<file path="src/rtl/phy_rx_align.sv">
// phy_rx_align: per-lane serial receiver with comma-based byte alignment.
// Each lane deserialises its bit stream MSB-first, hunts for COMMA on every
// bit, confirms alignment with SYNC_COMMAS byte-spaced commas, then packs
// non-comma bytes into WORD_W-bit words. Lanes are fully independent.
module phy_rx_align #(
  parameter int         LANES          = 2,
  parameter int         WORD_W         = 32,
  parameter logic [7:0] COMMA          = 8'hBC,
  parameter int         SYNC_COMMAS    = 4,
  parameter int         MAX_DATA_BYTES = 16
) (
  input  logic                      clk_32f,
  input  logic                      reset,
  input  logic [LANES-1:0]          data_in,
  output logic [LANES*WORD_W-1:0]   data_out,
  output logic [LANES-1:0]          valid_out,
  output logic [LANES-1:0]          active
);

  localparam int         NBYTES  = WORD_W / 8;
  localparam logic [3:0] SYNC_C  = SYNC_COMMAS[3:0];
  localparam logic [7:0] MAX_C   = MAX_DATA_BYTES[7:0];
  localparam logic [3:0] LAST_BI = 4'(NBYTES - 1);

  typedef enum logic [1:0] {
    LOSS   = 2'd0,
    ALIGN  = 2'd1,
    SYNCED = 2'd2
  } state_e;

  genvar gi;
  generate
    for (gi = 0; gi < LANES; gi++) begin : g_lane
      state_e            st_q, st_d;
      logic [7:0]        sr_q, sr_d;
      logic [2:0]        bc_q, bc_d;
      logic [3:0]        cc_q, cc_d;
      logic [7:0]        dc_q, dc_d;
      logic [3:0]        bi_q, bi_d;
      logic [WORD_W-1:0] acc_q, acc_d;
      logic [WORD_W-1:0] dout_q, dout_d;
      logic              vld_q, vld_d;
      logic [7:0]        nxt;
      logic              is_comma;
      logic              boundary;

      // Candidate byte including the bit arriving on this edge.
      assign nxt      = {sr_q[6:0], data_in[gi]};
      assign is_comma = (nxt == COMMA);
      assign boundary = (bc_q == 3'd7);

      // State register: all lane state, cleared asynchronously by reset.
      always_ff @(posedge clk_32f or posedge reset) begin
        if (reset) begin
          st_q   <= LOSS;
          sr_q   <= '0;
          bc_q   <= '0;
          cc_q   <= '0;
          dc_q   <= '0;
          bi_q   <= '0;
          acc_q  <= '0;
          dout_q <= '0;
          vld_q  <= 1'b0;
        end else begin
          st_q   <= st_d;
          sr_q   <= sr_d;
          bc_q   <= bc_d;
          cc_q   <= cc_d;
          dc_q   <= dc_d;
          bi_q   <= bi_d;
          acc_q  <= acc_d;
          dout_q <= dout_d;
          vld_q  <= vld_d;
        end
      end

      // Next-state logic: hunt, confirm alignment, drop on bad byte or long data run.
      always_comb begin
        st_d = st_q;
        case (st_q)
          LOSS: begin
            if (is_comma) st_d = (SYNC_COMMAS == 1) ? SYNCED : ALIGN;
          end
          ALIGN: begin
            if (boundary) begin
              if (!is_comma)                       st_d = LOSS;
              else if ((cc_q + 4'd1) == SYNC_C)    st_d = SYNCED;
            end
          end
          SYNCED: begin
            if (boundary && !is_comma && (dc_q == MAX_C)) st_d = LOSS;
          end
          default: st_d = LOSS;
        endcase
      end

      // Datapath/output logic: counters, byte packing and word strobe.
      always_comb begin
        sr_d   = nxt;
        bc_d   = bc_q + 3'd1;
        cc_d   = cc_q;
        dc_d   = dc_q;
        bi_d   = bi_q;
        acc_d  = acc_q;
        dout_d = dout_q;
        vld_d  = 1'b0;
        case (st_q)
          LOSS: begin
            // Bit counter restarts so the comma just seen marks byte phase 0.
            bc_d = 3'd0;
            if (is_comma) begin
              cc_d = 4'd1;
              dc_d = '0;
              bi_d = '0;
            end
          end
          ALIGN: begin
            if (boundary) begin
              if (is_comma) begin
                cc_d = cc_q + 4'd1;
                if ((cc_q + 4'd1) == SYNC_C) begin
                  dc_d = '0;
                  bi_d = '0;
                end
              end else begin
                cc_d = '0;
              end
            end
          end
          SYNCED: begin
            if (boundary) begin
              if (is_comma) begin
                dc_d = '0;
              end else if (dc_q == MAX_C) begin
                // Run too long: abandon the partial word without a strobe.
                dc_d = '0;
                bi_d = '0;
                cc_d = '0;
              end else begin
                dc_d = dc_q + 8'd1;
                for (int j = 0; j < NBYTES; j++) begin
                  if (bi_q == 4'(j)) acc_d[(NBYTES-1-j)*8 +: 8] = nxt;
                end
                if (bi_q == LAST_BI) begin
                  dout_d = acc_d;
                  vld_d  = 1'b1;
                  bi_d   = '0;
                end else begin
                  bi_d = bi_q + 4'd1;
                end
              end
            end
          end
          default: begin
            cc_d = '0;
          end
        endcase
      end

      assign data_out[gi*WORD_W +: WORD_W] = dout_q;
      assign valid_out[gi]                 = vld_q;
      assign active[gi]                    = (st_q == SYNCED);
    end
  endgenerate

endmodule

</file>
<file path="config.mk">
export PLATFORM = sky130hd
export DESIGN_NAME = phy_rx_align
export DESIGN_NICKNAME = d
export VERILOG_FILES = /design/src/rtl/phy_rx_align.sv
export SDC_FILE = /design/constraint.sdc
export NUM_CORES = 1
export LEC_CHECK = 0
export CAP_MARGIN = 25
export CORE_ASPECT_RATIO = 0.75
export CORE_MARGIN = 2
export CORE_UTILIZATION = 57
export DETAILED_ROUTE_END_ITERATION = 10
export PLACE_DENSITY = 0.79
export SYNTH_ARGS = -nofsm -noshare
export SYNTH_HDL_FRONTEND = slang
export SYNTH_SLANG_ARGS = --single-unit
export TNS_END_PERCENT = 50
</file>
<file path="constraint.sdc">
create_clock -name clk_32f -period 7.45 [get_ports clk_32f]
set_input_delay 1.49 -clock clk_32f [delete_from_list [all_inputs] [get_ports clk_32f]]
set_output_delay 1.49 -clock clk_32f [all_outputs]
set_load 0.005 [all_outputs]
</file>
---- Word-level counts from Yosys, hierarchy flattened ----
Cells that the tools add are included.
storage, ports and cells
  register bits after elaboration ......... 186
  latch bits .............................. 0
  RAM bits ................................ 0
  memory bits (read-only) ................. 0
  bits of input ports ..................... 4
  word-level logic and storage cells ...... 170
  memories ................................ 0
cells by class
  add/sub/neg operators ................... 8
  $mul .................................... 0
  div/mod/pow operators ................... 0
  magnitude comparators ................... 0
  equality and inequality tests ........... 36
  shift operators ......................... 0
  multiplexer cells ....................... 80
  bitwise operators ....................... 4
  reductions and logical operators ........ 24
operator list
  kind                                                   number
  two-way mux 8 bit                                      22
  two-way mux 4 bit                                      28
  case mux 4 bit (3 select lines)                        4
  case mux 8 bit (3 select lines)                        2
  two-way mux 2 bit                                      10
  inequality test 2 bit, second input constant           10
  AND reduction 5 bit                                    4
  adder 4 x 1 -> 4 bit, second input constant            4
  adder 8 x 1 -> 8 bit, second input constant            2
  == test 4 x 2 -> 1 bit, second input constant          4
  == test 8 x 5 -> 1 bit, second input constant          2
  == test 8 bit, second input constant                   2
  AND reduction 4 bit                                    4
  AND reduction 7 bit                                    2
  inequality test 2 x 1 -> 1 bit, second input constant  6
  case mux 2 bit (3 select lines)                        2
  AND reduction 6 bit                                    2
  two-way mux 1 bit                                      10
  == test 4 x 1 -> 1 bit, second input constant          2
  == test 4 x 3 -> 1 bit, second input constant          2
  zero test 4 bit                                        2
  adder 3 x 1 -> 3 bit, second input constant            2
  == test 3 bit, second input constant                   2
  two-way mux 3 bit                                      2
  8 further kinds                                        20

---- Logic depth before layout (Yosys ltp) ----
  depth after elaboration ................. 6
  gate-level depth with buffers ........... 10
  mapped depth without buffers ............ 7

---- Worst setup path before layout ----
Ideal clock, no wire load.
  kind .................................... input-to-reg
  start ................................... input data_in[0]
  end ..................................... register g_lane[0].acc_q[10]
  data arrival time ....................... 2.786 ns
  data required time ...................... 7.325 ns
  path slack .............................. 4.539 ns
  stages on the path ...................... 7
  path buffers ............................ 2
  cells stage by stage .................... buf_6 -> nand4b_4 -> nor3_4 -> o21a_1 -> buf_4 -> nand2_4 -> mux2_4
on the way
  longest elaborated chain between the ends .. 3
RTL lines
  item                                  RTL line  text
  from (decl)                           14        input logic [LANES-1:0] data_in,
  == test 8 bit                         49        assign is_comma = (nxt == COMMA);
  inverter 1 bit (no source line)       -
  AND reduction 4 bit (no source line)  -
  to (signal assigned)                  61        acc_q <= '0;
  to (signal assigned)                  71        acc_q <= acc_d;
  to (decl)                             40        logic [WORD_W-1:0] acc_q, acc_d;
Every way passes these cells.
A chain may end at the register's enable or synchronous reset.

---- Worst setup path in the final report ----
  start ................................... input data_in[1]
  end ..................................... register g_lane[1].dout_q[1]
on the way
  longest elaborated chain between the ends .. 3
RTL lines
  item                                  RTL line  text
  == test 8 bit                         49
  inverter 1 bit (no source line)       -
  AND reduction 5 bit (no source line)  -
  to (signal assigned)                  72        dout_q <= dout_d;
  to (decl)                             41        logic [WORD_W-1:0] dout_q, dout_d;
Every way passes these cells.

==> metrics.md <==
| Metric | Value |
|---|---|
| Clock root cell | clkbuf_16 |
| Worst VDD drop | 0.000169 V |
| Synth Warn # | 0 |
| Final-report setup violation count | 0 |
| Core ar. | 13700 sq um |
| Rows | 37 |
| Yosys reg bits | 170 |
| Post-synth cell types | 69 |
| Hold Path Sink | g_lane[0].bc_q[0]$_DFF_PP0_ |
| CTS tree | built |
| Max Clk Rate | 0.274 GHz |
| Pwr Total | 1.94 mW |
| Starting density of the core | 58.6% |
| Die X | 141 um |
| Largest net degree at the start of global routing | 100 |
| Sequential fraction of the synthesis area | 52.8% |
| Antenna-violating nets left | 0 |
| Top FF cell, synth | dfrtp_1 |
| CP arrival | 3970 ps |
| Post-CTS Hold Buffers | 0 |
| Final #Nets | 752 |
| Gpl congestion | 0.844 |
| CTS Sinks | 170 |
| CTS clk-pin slew, worst paths | 70 ps |
| Fin area | 9350 sq um |
| GR Overflow Total | 0 |
| Crit Path Class | input pin to register |
| P_leak | 4.28 nW |
| Post-Synthesis Cell Area | 8060 sq um |
| Post-synthesis net count | 702 |
| Share of cells above drive strength 1 | 16.5% |
| Met1 Usage GRT | 35.1% |
| Met3 Use GR | 4.96% |
| Placed cell area | 8740 sq um |
| I/O pin count | 72 |
| Gr busiest metal | met1 |
| Slew Limit Fails | 0 |
| Number of global-route vias before repair | 5244 |
| Cell area power density | 208 nW/um^2 |
| Final hold slack | 448 ps |
| Die ar. | 15100 sq um |
| Max cap viols | 0 |
| Status | finished, final reports clean |
| Clock latency on the worst-skew pair | 440 ps |
| Postcts setup bufs | 0 |
| Critical Path Start Type | input pin |
| Reg2reg end | g_lane[1].dout_q[1]$_DFFE_PP0P_ |
| Post-cts sizing count | 0 |
| Avg WL per Cell | 18.2 um |
| DRC | 0 |
| Via Count | 5448 |
| H-tree levels | 4 |
| Via density | 5.95 |
| Height of the die | 107 um |
| Setup ws final | 3800 ps |
| Slew @ Worst Pin | 953 ps |
| Diodes inserted | 0 |
| Slew HR | 36.4% |
| Final hold vios | 0 |
| Post-route core utilization | 68.0% |
| Worst Clk Skew | 10.4 ps |
| R2r startpoint | g_lane[1].st_q[0]$_DFFE_PP0P_ |
| Final Cycle Share | 49.0% |
| Met2 Track Usage GR | 34.3% |
| Post-synthesis async set-or-reset flop share | 100% |
| R2R Setup Slk | 4460 ps |
| Critical Path End Type | register |
| Fin cells | 916 |
| Post-DP HPWL | 11200 um |
| Cells after synthesis | 678 |
| EDFF count, synth | 0 |
| Placed insts | 884 |
| First-pass GRT wire length | 27500 um |
| Unrepaired setup endpoints after global routing | no |
| Hold Crit Class | register to register |
| Max FO, Critical Path | 57 |
| Inserted Clock Buffers | 17 |
| Antenna violations before repair | 0 |
| Setup TNS | 0 ps |
| DR iter-0 viols | 511 |
| R2r worst-path depth | 4 |
| Final WL | 16700 um |
| Clock tree buffer depth | 2 |
| Place WS | 3380 ps |
| Hold Crit Start | g_lane[0].bc_q[0]$_DFF_PP0_ |
| WHS Path Cells | 1 |
| GR Util All Layers | 23.5% |
| Drt first pass iters | 5 |
| Min Tclk post-route | 3650 ps |
| Worst EP required | 7770 ps |
| Synth-to-Final Area Change | 16.1% |
| Syn avg cell area | 11.9 sq um |
| PortBufs | 71 |
[Yosys cell counts (3+ instances only)]
library cell | instances | area (sq um)
dfrtp_1 | 170 | 4250
a21o_1 | 3 | 22.5
inv_1 | 20 | 75.1
nand2_4 | 3 | 33.8
buf_2 | 21 | 105
nor2_1 | 48 | 180
nand4_1 | 3 | 18.8
and2_1 | 7 | 43.8
a21oi_1 | 34 | 170
or4_1 | 3 | 22.5
clkbuf_1 | 4 | 15.0
nor2b_1 | 8 | 50.1
mux2_4 | 32 | 480
a31o_2 | 4 | 35.0
buf_4 | 10 | 75.1
nand3_1 | 32 | 160
o21ai_0 | 31 | 155
mux2i_1 | 53 | 531
nand2b_1 | 4 | 25.0
and3_1 | 11 | 68.8
or3_1 | 3 | 18.8
ha_1 | 20 | 250
buf_6 | 6 | 67.6
a31oi_1 | 8 | 50.1
mux2_2 | 32 | 360
o21ai_1 | 15 | 75.1
nand2_1 | 41 | 154
[report_power, final]
group / internal (mW) / switching, mW / leakage (nW) / total [mW]
registers: 0.935 / 0.0290 / 2.31 / 0.964
clock network: 0.510 / 0.404 / 0.300 / 0.914
logic: 0.0235 / 0.0420 / 1.68 / 0.0655
[worst max-delay path by stage]
stage	end	from	slack, ps	depth (start not counted)
2_1_floorplan	g_lane[0].acc_q[10]$_DFFE_PP0P_	reset	1360	1
3_3_place_gp	g_lane[1].dout_q[0]$_DFFE_PP0P_	data_in[1]	3450	5
3_5_place_dp	g_lane[1].dout_q[7]$_DFFE_PP0P_	data_in[1]	3380	5
4_1_cts	g_lane[1].dout_q[7]$_DFFE_PP0P_	data_in[1]	3850	5
5_1_grt	g_lane[1].dout_q[6]$_DFFE_PP0P_	data_in[1]	3640	5
6_report	g_lane[1].dout_q[1]$_DFFE_PP0P_	data_in[1]	3800	5
[routing by layer]
layer  share of wire, %  vias to the layer above
li1                   -                     2516
met1                 48                     2750
met2                 46                      158
met3                4.8                       24
met4                1.2                        0
met5                  0                        -
[cell usage in the layout, fill, tap and decap left out, types with 4 or more instances in the layout]
cell               n
a31oi_1            8
mux2_2            32
a21oi_1           34
o21ai_0           31
a31o_2             4
nor2_1            48
nand3_1           32
and3_1            10
ha_1              20
and2_1             7
clkdlybuf4s50_1   71
inv_8              5
mux2i_1           53
dfrtp_1          170
nor2b_1            8
nand2b_1           4
inv_1             19
mux2_4            32
clkbuf_16         17
o21ai_1           15
nand2_1           41
[cell type report]
class | instances | area (sq um)
clock inverters | 15 | 185
fillers | 951 | 4400
clock buffers | 17 | 425
inverters | 20 | 80.1
well taps | 175 | 219
repair buffers | 73 | 726
flip-flops and latches | 170 | 4250
multi-input cells | 446 | 3460
[registers in the layout, summed over array words and instances, names as in the netlist]
signal	cells
g_lane.vld_q	2
g_lane.dc_q	16
g_lane.acc_q	48
g_lane.dout_q	64
g_lane.cc_q	8
g_lane.st_q	4
g_lane.sr_q	14
g_lane.bc_q	6
g_lane.bi_q	8
[kinds of logic after synthesis]
| logic type | Yosys count | synth area share (%) |
|---|---|---|
| AO/OA/AOI/OAI | 123 | 9.66 |
| XOR/XNOR | 4 | 0.435 |
| flip-flops | 170 | 52.8 |
| multiplexers | 117 | 17.0 |
| adder cells (fa/ha/maj) | 20 | 3.11 |
| buffers and inverters | 62 | 4.38 |
| AND/OR/NAND/NOR | 182 | 12.6 |
[worst max-delay path: stages]
cell and delay, ps:
clkdlybuf4s50_1 650, and4bb_4 290, a21boi_4 230, and3_2 860
mux2_2 420
(Power assumes the default switching activity.)
